--- src/rtl/cpu_ctrl_pkg.sv ---
// Shared opcode constants, ALU operation encodings, decode-pipe FSM states and
// the control-word struct used by decode_rom and decode_pipe_ctrl.
package cpu_ctrl_pkg;

  typedef logic [7:0] opcode_t;

  localparam opcode_t OP_LOADI = 8'h00;
  localparam opcode_t OP_MOV   = 8'h01;
  localparam opcode_t OP_ADD   = 8'h02;
  localparam opcode_t OP_SUB   = 8'h03;
  localparam opcode_t OP_AND   = 8'h04;
  localparam opcode_t OP_OR    = 8'h05;
  localparam opcode_t OP_J     = 8'h06;
  localparam opcode_t OP_BEQ   = 8'h07;
  localparam opcode_t OP_LWD   = 8'h08;
  localparam opcode_t OP_LWI   = 8'h09;
  localparam opcode_t OP_SWD   = 8'h0A;
  localparam opcode_t OP_SWI   = 8'h0B;
  localparam opcode_t OP_SLL   = 8'h0C;
  localparam opcode_t OP_SRL   = 8'h0D;

  typedef enum logic [2:0] {
    ALU_FWD = 3'b000,
    ALU_ADD = 3'b001,
    ALU_AND = 3'b010,
    ALU_OR  = 3'b011,
    ALU_SLL = 3'b100,
    ALU_SRL = 3'b101
  } aluop_e;

  typedef enum logic [1:0] {
    ST_RUN         = 2'd0,
    ST_MEM_WAIT    = 2'd1,
    ST_MEM_RELEASE = 2'd2
  } pipe_state_e;

  typedef struct packed {
    logic [2:0] aluop;
    logic       con_immediate;   // active low: 0 selects the immediate operand
    logic       con_compliment;
    logic       con_jump;
    logic       con_beq;
    logic       write;
    logic       read_mem;
    logic       write_mem;
    logic       alu_rdata_select;
    logic       illegal;
  } ctrl_t;

  // Quiescent control word: everything inactive, register operand selected.
  localparam ctrl_t CTRL_IDLE = '{3'b000, 1'b1, 1'b0, 1'b0, 1'b0, 1'b0,
                                  1'b0, 1'b0, 1'b0, 1'b0};

  // A bubble: kill every side effect, keep operand/ALU selections as they were.
  function automatic ctrl_t ctrl_nop(input ctrl_t c);
    ctrl_t r;
    r           = c;
    r.write     = 1'b0;
    r.read_mem  = 1'b0;
    r.write_mem = 1'b0;
    r.con_jump  = 1'b0;
    r.con_beq   = 1'b0;
    r.illegal   = 1'b0;
    return r;
  endfunction

endpackage

--- src/rtl/decode_pipe_ctrl_if.sv ---
// Instruction/control bus between the fetch stage, the decode controller and
// the data memory.
interface decode_pipe_ctrl_if #(
  parameter int REG_ADDR_W = 3,
  parameter int DATA_W     = 8
);
  // Handshake: an instruction transfers on a rising CLK edge where
  // INSTR_VALID=1 and STALL=0; while STALL=1 the source holds INSTRUCTION.
  logic [31:0]           INSTRUCTION;
  logic                  INSTR_VALID;
  logic                  BUSYWAIT;
  logic [REG_ADDR_W-1:0] INADDRESS;
  logic [REG_ADDR_W-1:0] OUT1ADDRESS;
  logic [REG_ADDR_W-1:0] OUT2ADDRESS;
  logic [DATA_W-1:0]     IMMEDIATE_VAL;
  logic [DATA_W-1:0]     OFFSET;
  logic [2:0]            ALUOP;
  logic                  CON_IMMEDIATE;
  logic                  CON_COMPLIMENT;
  logic                  CON_JUMP;
  logic                  CON_BEQ;
  logic                  WRITE;
  logic                  READ_MEM;
  logic                  WRITE_MEM;
  logic                  ALU_RDATA_SELECT;
  logic                  STALL;
  logic                  ILLEGAL;

  modport master (
    output INSTRUCTION, INSTR_VALID, BUSYWAIT,
    input  INADDRESS, OUT1ADDRESS, OUT2ADDRESS, IMMEDIATE_VAL, OFFSET, ALUOP,
           CON_IMMEDIATE, CON_COMPLIMENT, CON_JUMP, CON_BEQ, WRITE, READ_MEM,
           WRITE_MEM, ALU_RDATA_SELECT, STALL, ILLEGAL
  );

  modport slave (
    input  INSTRUCTION, INSTR_VALID, BUSYWAIT,
    output INADDRESS, OUT1ADDRESS, OUT2ADDRESS, IMMEDIATE_VAL, OFFSET, ALUOP,
           CON_IMMEDIATE, CON_COMPLIMENT, CON_JUMP, CON_BEQ, WRITE, READ_MEM,
           WRITE_MEM, ALU_RDATA_SELECT, STALL, ILLEGAL
  );
endinterface

--- src/rtl/decode_rom.sv ---
// Pure combinational opcode -> control-word table. Shift opcodes 0x0C/0x0D
// are decoded only when DECODE_SHIFT_EN is defined; otherwise they are illegal.
module decode_rom
  import cpu_ctrl_pkg::*;
#(
  parameter int OPCODE_W = 8
) (
  input  logic [OPCODE_W-1:0] opcode,
  output ctrl_t               ctrl
);

  logic [31:0] op_ext;
  assign op_ext = 32'(opcode);

  always_comb begin
    ctrl = CTRL_IDLE;
    case (op_ext)
      32'(OP_LOADI): begin ctrl.con_immediate = 1'b0; ctrl.write = 1'b1; end
      32'(OP_MOV):   ctrl.write = 1'b1;
      32'(OP_ADD):   begin ctrl.aluop = ALU_ADD; ctrl.write = 1'b1; end
      32'(OP_SUB):   begin
        ctrl.aluop = ALU_ADD; ctrl.con_compliment = 1'b1; ctrl.write = 1'b1;
      end
      32'(OP_AND):   begin ctrl.aluop = ALU_AND; ctrl.write = 1'b1; end
      32'(OP_OR):    begin ctrl.aluop = ALU_OR;  ctrl.write = 1'b1; end
      32'(OP_J):     ctrl.con_jump = 1'b1;
      // beq compares by subtracting, so it reuses the add path with complement.
      32'(OP_BEQ):   begin
        ctrl.aluop = ALU_ADD; ctrl.con_compliment = 1'b1; ctrl.con_beq = 1'b1;
      end
      32'(OP_LWD):   begin
        ctrl.read_mem = 1'b1; ctrl.alu_rdata_select = 1'b1; ctrl.write = 1'b1;
      end
      32'(OP_LWI):   begin
        ctrl.read_mem = 1'b1; ctrl.alu_rdata_select = 1'b1; ctrl.write = 1'b1;
        ctrl.con_immediate = 1'b0;
      end
      32'(OP_SWD):   ctrl.write_mem = 1'b1;
      32'(OP_SWI):   begin ctrl.write_mem = 1'b1; ctrl.con_immediate = 1'b0; end
`ifdef DECODE_SHIFT_EN
      32'(OP_SLL):   begin
        ctrl.aluop = ALU_SLL; ctrl.con_immediate = 1'b0; ctrl.write = 1'b1;
      end
      32'(OP_SRL):   begin
        ctrl.aluop = ALU_SRL; ctrl.con_immediate = 1'b0; ctrl.write = 1'b1;
      end
`endif
      default:       ctrl.illegal = 1'b1;
    endcase
  end

endmodule

--- src/rtl/decode_pipe_ctrl.sv ---
// Registered instruction decode with a memory-access FSM (RUN/MEM_WAIT/
// MEM_RELEASE) that stalls fetch. Shift decode is enabled by DECODE_SHIFT_EN.
module decode_pipe_ctrl
  import cpu_ctrl_pkg::*;
#(
  parameter int REG_ADDR_W = 3,
  parameter int DATA_W     = 8,
  parameter int OPCODE_W   = 8
) (
  input  logic               CLK,
  input  logic               RESET,
  decode_pipe_ctrl_if.slave  bus,
  output pipe_state_e        dbg_state
);

  pipe_state_e           state_q, state_d;
  ctrl_t                 ctrl_q, ctrl_d, rom_ctrl;
  logic [REG_ADDR_W-1:0] in_q, in_d, out1_q, out1_d, out2_q, out2_d;
  logic [DATA_W-1:0]     imm_q, imm_d, off_q, off_d;
  logic                  stall;
  logic                  capture;
  logic                  unused_instr;

  decode_rom #(.OPCODE_W(OPCODE_W)) u_rom (
    .opcode (bus.INSTRUCTION[31 -: OPCODE_W]),
    .ctrl   (rom_ctrl)
  );

  assign stall        = (state_q != ST_RUN);
  assign capture      = bus.INSTR_VALID && !stall;
  assign unused_instr = ^bus.INSTRUCTION;

  always_ff @(posedge CLK or negedge RESET) begin
    if (!RESET) state_q <= ST_RUN;
    else        state_q <= state_d;
  end

  always_comb begin
    state_d        = state_q;
    ctrl_d         = ctrl_q;
    ctrl_d.illegal = 1'b0;
    in_d           = in_q;
    out1_d         = out1_q;
    out2_d         = out2_q;
    imm_d          = imm_q;
    off_d          = off_q;
    case (state_q)
      ST_RUN: begin
        ctrl_d = ctrl_nop(ctrl_q);
        if (capture) begin
          if (rom_ctrl.illegal) begin
            ctrl_d.illegal = 1'b1;
          end else begin
            ctrl_d = rom_ctrl;
            in_d   = bus.INSTRUCTION[16 +: REG_ADDR_W];
            out1_d = bus.INSTRUCTION[8 +: REG_ADDR_W];
            out2_d = bus.INSTRUCTION[0 +: REG_ADDR_W];
            imm_d  = bus.INSTRUCTION[0 +: DATA_W];
            off_d  = bus.INSTRUCTION[16 +: DATA_W];
            // Load register write-back is deferred to the release cycle.
            if (rom_ctrl.read_mem || rom_ctrl.write_mem) begin
              ctrl_d.write = 1'b0;
              state_d      = ST_MEM_WAIT;
            end
          end
        end
      end
      ST_MEM_WAIT: begin
        if (!bus.BUSYWAIT) begin
          ctrl_d.write     = ctrl_q.read_mem;
          ctrl_d.read_mem  = 1'b0;
          ctrl_d.write_mem = 1'b0;
          state_d          = ST_MEM_RELEASE;
        end
      end
      ST_MEM_RELEASE: begin
        ctrl_d  = ctrl_nop(ctrl_q);
        state_d = ST_RUN;
      end
      default: begin
        ctrl_d  = ctrl_nop(ctrl_q);
        state_d = ST_RUN;
      end
    endcase
  end

  always_ff @(posedge CLK or negedge RESET) begin
    if (!RESET) begin
      ctrl_q <= CTRL_IDLE;
      in_q   <= '0;
      out1_q <= '0;
      out2_q <= '0;
      imm_q  <= '0;
      off_q  <= '0;
    end else begin
      ctrl_q <= ctrl_d;
      in_q   <= in_d;
      out1_q <= out1_d;
      out2_q <= out2_d;
      imm_q  <= imm_d;
      off_q  <= off_d;
    end
  end

  assign bus.INADDRESS        = in_q;
  assign bus.OUT1ADDRESS      = out1_q;
  assign bus.OUT2ADDRESS      = out2_q;
  assign bus.IMMEDIATE_VAL    = imm_q;
  assign bus.OFFSET           = off_q;
  assign bus.ALUOP            = ctrl_q.aluop;
  assign bus.CON_IMMEDIATE    = ctrl_q.con_immediate;
  assign bus.CON_COMPLIMENT   = ctrl_q.con_compliment;
  assign bus.CON_JUMP         = ctrl_q.con_jump;
  assign bus.CON_BEQ          = ctrl_q.con_beq;
  assign bus.WRITE            = ctrl_q.write;
  assign bus.READ_MEM         = ctrl_q.read_mem;
  assign bus.WRITE_MEM        = ctrl_q.write_mem;
  assign bus.ALU_RDATA_SELECT = ctrl_q.alu_rdata_select;
  assign bus.ILLEGAL          = ctrl_q.illegal;
  assign bus.STALL            = stall;
  assign dbg_state            = state_q;

endmodule

--- src/flat_wrapper.sv ---
// flat-port wrapper written by rule: the top's interface ports become plain ports
module decode_pipe_ctrl_flat import cpu_ctrl_pkg::*;
#(
  parameter int REG_ADDR_W = 3,
  parameter int DATA_W     = 8,
  parameter int OPCODE_W   = 8
)
  (CLK, RESET, dbg_state, bus_INSTRUCTION, bus_INSTR_VALID, bus_BUSYWAIT, bus_INADDRESS, bus_OUT1ADDRESS, bus_OUT2ADDRESS, bus_IMMEDIATE_VAL, bus_OFFSET, bus_ALUOP, bus_CON_IMMEDIATE, bus_CON_COMPLIMENT, bus_CON_JUMP, bus_CON_BEQ, bus_WRITE, bus_READ_MEM, bus_WRITE_MEM, bus_ALU_RDATA_SELECT, bus_STALL, bus_ILLEGAL);
  decode_pipe_ctrl_if #(.REG_ADDR_W(REG_ADDR_W), .DATA_W(DATA_W)) bus_i ();
  input  logic CLK;
  input  logic RESET;
  output pipe_state_e dbg_state;
  input wire logic [$bits(bus_i.INSTRUCTION)-1:0] bus_INSTRUCTION;
  input wire logic [$bits(bus_i.INSTR_VALID)-1:0] bus_INSTR_VALID;
  input wire logic [$bits(bus_i.BUSYWAIT)-1:0] bus_BUSYWAIT;
  output wire logic [$bits(bus_i.INADDRESS)-1:0] bus_INADDRESS;
  output wire logic [$bits(bus_i.OUT1ADDRESS)-1:0] bus_OUT1ADDRESS;
  output wire logic [$bits(bus_i.OUT2ADDRESS)-1:0] bus_OUT2ADDRESS;
  output wire logic [$bits(bus_i.IMMEDIATE_VAL)-1:0] bus_IMMEDIATE_VAL;
  output wire logic [$bits(bus_i.OFFSET)-1:0] bus_OFFSET;
  output wire logic [$bits(bus_i.ALUOP)-1:0] bus_ALUOP;
  output wire logic [$bits(bus_i.CON_IMMEDIATE)-1:0] bus_CON_IMMEDIATE;
  output wire logic [$bits(bus_i.CON_COMPLIMENT)-1:0] bus_CON_COMPLIMENT;
  output wire logic [$bits(bus_i.CON_JUMP)-1:0] bus_CON_JUMP;
  output wire logic [$bits(bus_i.CON_BEQ)-1:0] bus_CON_BEQ;
  output wire logic [$bits(bus_i.WRITE)-1:0] bus_WRITE;
  output wire logic [$bits(bus_i.READ_MEM)-1:0] bus_READ_MEM;
  output wire logic [$bits(bus_i.WRITE_MEM)-1:0] bus_WRITE_MEM;
  output wire logic [$bits(bus_i.ALU_RDATA_SELECT)-1:0] bus_ALU_RDATA_SELECT;
  output wire logic [$bits(bus_i.STALL)-1:0] bus_STALL;
  output wire logic [$bits(bus_i.ILLEGAL)-1:0] bus_ILLEGAL;
  assign bus_i.INSTRUCTION = bus_INSTRUCTION;
  assign bus_i.INSTR_VALID = bus_INSTR_VALID;
  assign bus_i.BUSYWAIT = bus_BUSYWAIT;
  assign bus_INADDRESS = bus_i.INADDRESS;
  assign bus_OUT1ADDRESS = bus_i.OUT1ADDRESS;
  assign bus_OUT2ADDRESS = bus_i.OUT2ADDRESS;
  assign bus_IMMEDIATE_VAL = bus_i.IMMEDIATE_VAL;
  assign bus_OFFSET = bus_i.OFFSET;
  assign bus_ALUOP = bus_i.ALUOP;
  assign bus_CON_IMMEDIATE = bus_i.CON_IMMEDIATE;
  assign bus_CON_COMPLIMENT = bus_i.CON_COMPLIMENT;
  assign bus_CON_JUMP = bus_i.CON_JUMP;
  assign bus_CON_BEQ = bus_i.CON_BEQ;
  assign bus_WRITE = bus_i.WRITE;
  assign bus_READ_MEM = bus_i.READ_MEM;
  assign bus_WRITE_MEM = bus_i.WRITE_MEM;
  assign bus_ALU_RDATA_SELECT = bus_i.ALU_RDATA_SELECT;
  assign bus_STALL = bus_i.STALL;
  assign bus_ILLEGAL = bus_i.ILLEGAL;
  decode_pipe_ctrl #(.REG_ADDR_W(REG_ADDR_W), .DATA_W(DATA_W), .OPCODE_W(OPCODE_W)) u_core (.CLK(CLK), .RESET(RESET), .bus(bus_i), .dbg_state(dbg_state));
endmodule
--- config.mk ---
export PLATFORM = sky130hd
export DESIGN_NAME = decode_pipe_ctrl_flat
export DESIGN_NICKNAME = d
export VERILOG_FILES = /design/src/rtl/cpu_ctrl_pkg.sv /design/src/rtl/decode_pipe_ctrl_if.sv /design/src/rtl/decode_rom.sv /design/src/rtl/decode_pipe_ctrl.sv /design/src/flat_wrapper.sv
export SDC_FILE = /design/constraint.sdc
export NUM_CORES = 1
export LEC_CHECK = 0
export CAP_MARGIN = 5
export CORE_MARGIN = 2
export CORE_UTILIZATION = 39
export DETAILED_ROUTE_END_ITERATION = 8
export GPL_ROUTABILITY_DRIVEN = 0
export MAX_ROUTING_LAYER = met4
export PLACE_DENSITY_LB_ADDON = 0.25
export REMOVE_ABC_BUFFERS = 1
export SKIP_LAST_GASP = 1
export SLEW_MARGIN = 20
export SYNTH_ARGS = -nofsm -noshare
export SYNTH_HDL_FRONTEND = slang
export SYNTH_SLANG_ARGS = --single-unit
export TNS_END_PERCENT = 1
--- constraint.sdc ---
create_clock -name CLK -period 2 [get_ports CLK]
set_input_delay 0.3 -clock CLK [delete_from_list [all_inputs] [get_ports CLK]]
set_output_delay 0.3 -clock CLK [all_outputs]
set_load 0.02 [all_outputs]
==> results.ini <==
[clock_tree]
cts.htree.levels = 2
cts_tree = built
cts_resized = 0
cts_buffers = 5
cts_setup_buffers = 0
clockBufferDepth = 2
clkTransAtPathRegs_ps = 60
clockRootBuffer = clkbuf_8
cts_hold_buf = 0
cts_num_sinks = 32
clk_latency_ps = 280

[worst_setup_path]
cp-end-kind = output pin
crit_path_top_delay_cell = clkdlybuf4s50_1
path_cells = or2_2 -> clkdlybuf4s50_1
crit_path_max_fanout = 6
crit_buf_inv = 1
worst_path_largest_cell_delay_ps = 540
worst-endpoint-required_ps = 1700
crit_arrival_ps = 1570
path_class = flip-flop to output pin
cp_top_family = buffers and inverters
startpoint_type = flip-flop

[global_route]
grt_overflow = 0
antenna_found_initial = 0
grt_pass1_vias = 1116
grt_max_degree = 33
grt_usage = 0.1642
grt_pass1_wl_um = 5216

[drt]
drtAntennaViolNets = 0
vias = 1140
viasPerCell = 4.893
totalWireLength_um = 3282
wl_per_cell_um = 14.09
dr.pass1.iters = 4
drt_iter0_markers = 41
drc_errors = 0

[layout]
drive_gt1_frac = 0.2216
utilization = 0.6364
regArea_sq_um = 802.0
area_growth_pct = 55.95
nets = 220
multi_input_area_sq_um = 584.3
stdcell_area_sq_um = 2330
diodes = 0
final.fill_count = 293

[sta]
skew_ps = 5.098
hold_viol_final = 0
maxSlewViolCount = 0
whs_ps = 414.4
finalCriticalPeriod_ps = 1874
rsz0062_at_grt = no
fin_tns_setup_ps = 0
setup_viol = 0
fmax_mhz = 533.6
fin_crit_sh = 0.9370

[worst_hold_path]
hold_class = input port to async pin

[die]
rows = 22
fp.dieH_um = 65.89
io_pins = 76
core_area_sq_um = 3661
dieArea_sq_um = 4341
dieWidth_um = 65.89
start_util = 0.4081

[logic_synthesis]
netlist_instances = 112
synth_top_cell_by_area = dfrtp_1
yosysSeqAreaShare = 0.5369
synth_most_common_cell = dfrtp_1
yosys_warnings = 0
ys_top_cells_by_area = dfrtp_1, mux2_4, buf_4, buf_12, nand3_1
syn_area_per_cell_sq_um = 13.34
synth_top_area_share = 0.5193
ys_ff_latch = 32
async_flop_share = 1.000
syn_area_sq_um = 1494
synth-main-ff-cell = dfrtp_1
synth_cell_types = 33
synth-edff-count = 0
netlist_top_cells_count = dfrtp_1, mux2_4, buf_4, nand2_1

[power_and_ir_drop]
p_per_area_nw_per_um2 = 933.3
finalPower_mw = 2.174
ir_worst_vdd_mv = 0.5087
power.leakage_nw = 0.9899

[job]
max_cap_violations = 0

[placement]
port_buffers = 69
place_hpwl_um = 2466
place_area_sq_um = 2222

[outcome]
status = complete, no violations

[sequential cells by signal, indices dropped and copies added, names as in the netlist]
name and cells:
u_core.bus.ALU_RDATA_SELECT 1, u_core.bus.READ_MEM 1, u_core.dbg_state 2, u_core.bus.WRITE 1, u_core.bus.CON_JUMP 1, u_core.bus.ALUOP 2
u_core.bus.OUT1ADDRESS 3, u_core.bus.CON_COMPLIMENT 1, u_core.bus.CON_BEQ 1, u_core.bus.OFFSET 8, u_core.bus.ILLEGAL 1, u_core.bus.WRITE_MEM 1
u_core.bus.IMMEDIATE_VAL 8, u_core.bus.CON_IMMEDIATE 1
[cells in the final DEF, fill, tap and decap left out, types with 2 or more instances in the layout]
cell              n
a21oi_1           3
buf_12            2
buf_4             5
clkbuf_8          5
clkdlybuf4s50_1  69
dfrtp_1          31
inv_1             2
mux2_4           18
nand2_1           7
nand3_1           6
nand4_1           2
nor2_1            3
nor3_1            2
o21ai_0           6
o31ai_1           2
[power by group]
part / internal (mW) / total [mW] / switching (mW)
Combinational: 0.432 / 0.753 / 0.321
Sequential: 0.764 / 0.832 / 0.0676
Clock: 0.369 / 0.590 / 0.221
[metal layers]
layer  routed length [um]  global-route usage  share of wire
met1                 1421              0.2009           0.43
met2                 1606              0.2525           0.49
met3                  160             0.02726          0.049
met4                   93              0.1042          0.028
met5                    0                   -              0
[final timing paths]
path,from,end,slack [ps],cells after the start
max in group asynchronous,RESET,u_core.bus.CON_IMMEDIATE$_DFFE_PN1P_,1260,2
setup reg to reg,u_core.dbg_state[0]$_DFFE_PN0P_,u_core.bus.OFFSET[4]$_DFFE_PN0P_,480,4
hold reg to reg,u_core.bus.CON_JUMP$_DFFE_PN0N_,u_core.bus.CON_JUMP$_DFFE_PN0N_,490,2
min in group CLK,u_core.bus.CON_JUMP$_DFFE_PN0N_,u_core.bus.CON_JUMP$_DFFE_PN0N_,490,2
hold / removal,RESET,u_core.bus.ILLEGAL$_DFF_PN0_,410,2
setup / recovery,u_core.dbg_state[0]$_DFFE_PN0P_,bus_STALL,130,2
[stage by stage]
| stage | std cells | setup WS [ps] |
|---|---|---|
| 6_report | 233 | 125.9 |
| 2_1_floorplan | 101 | 226.6 |
| 3_3_place_gp | 225 | 45.34 |
| 3_5_place_dp | 225 | 0.9019 |
| 5_1_grt | 233 | 76.38 |
| 4_1_cts | 233 | 127.4 |
[logic make-up after synthesis]
family | share of synthesized area
AND/OR/NAND/NOR | 0.1256
multiplexers | 0.1884
AO/OA/AOI/OAI | 0.07454
other | 0.002510
buffers and inverters | 0.07203
flip-flops | 0.5369
[cell type report]
type | count | area share
well taps | 48 | 0.02578
clock inverters | 2 | 0.01504
flip-flops and latches | 32 | 0.3443
inverters | 2 | 0.003222
clock buffers | 6 | 0.03115
repair buffers | 76 | 0.3298
multi-input cells | 67 | 0.2508
(Power assumes the default switching activity.)
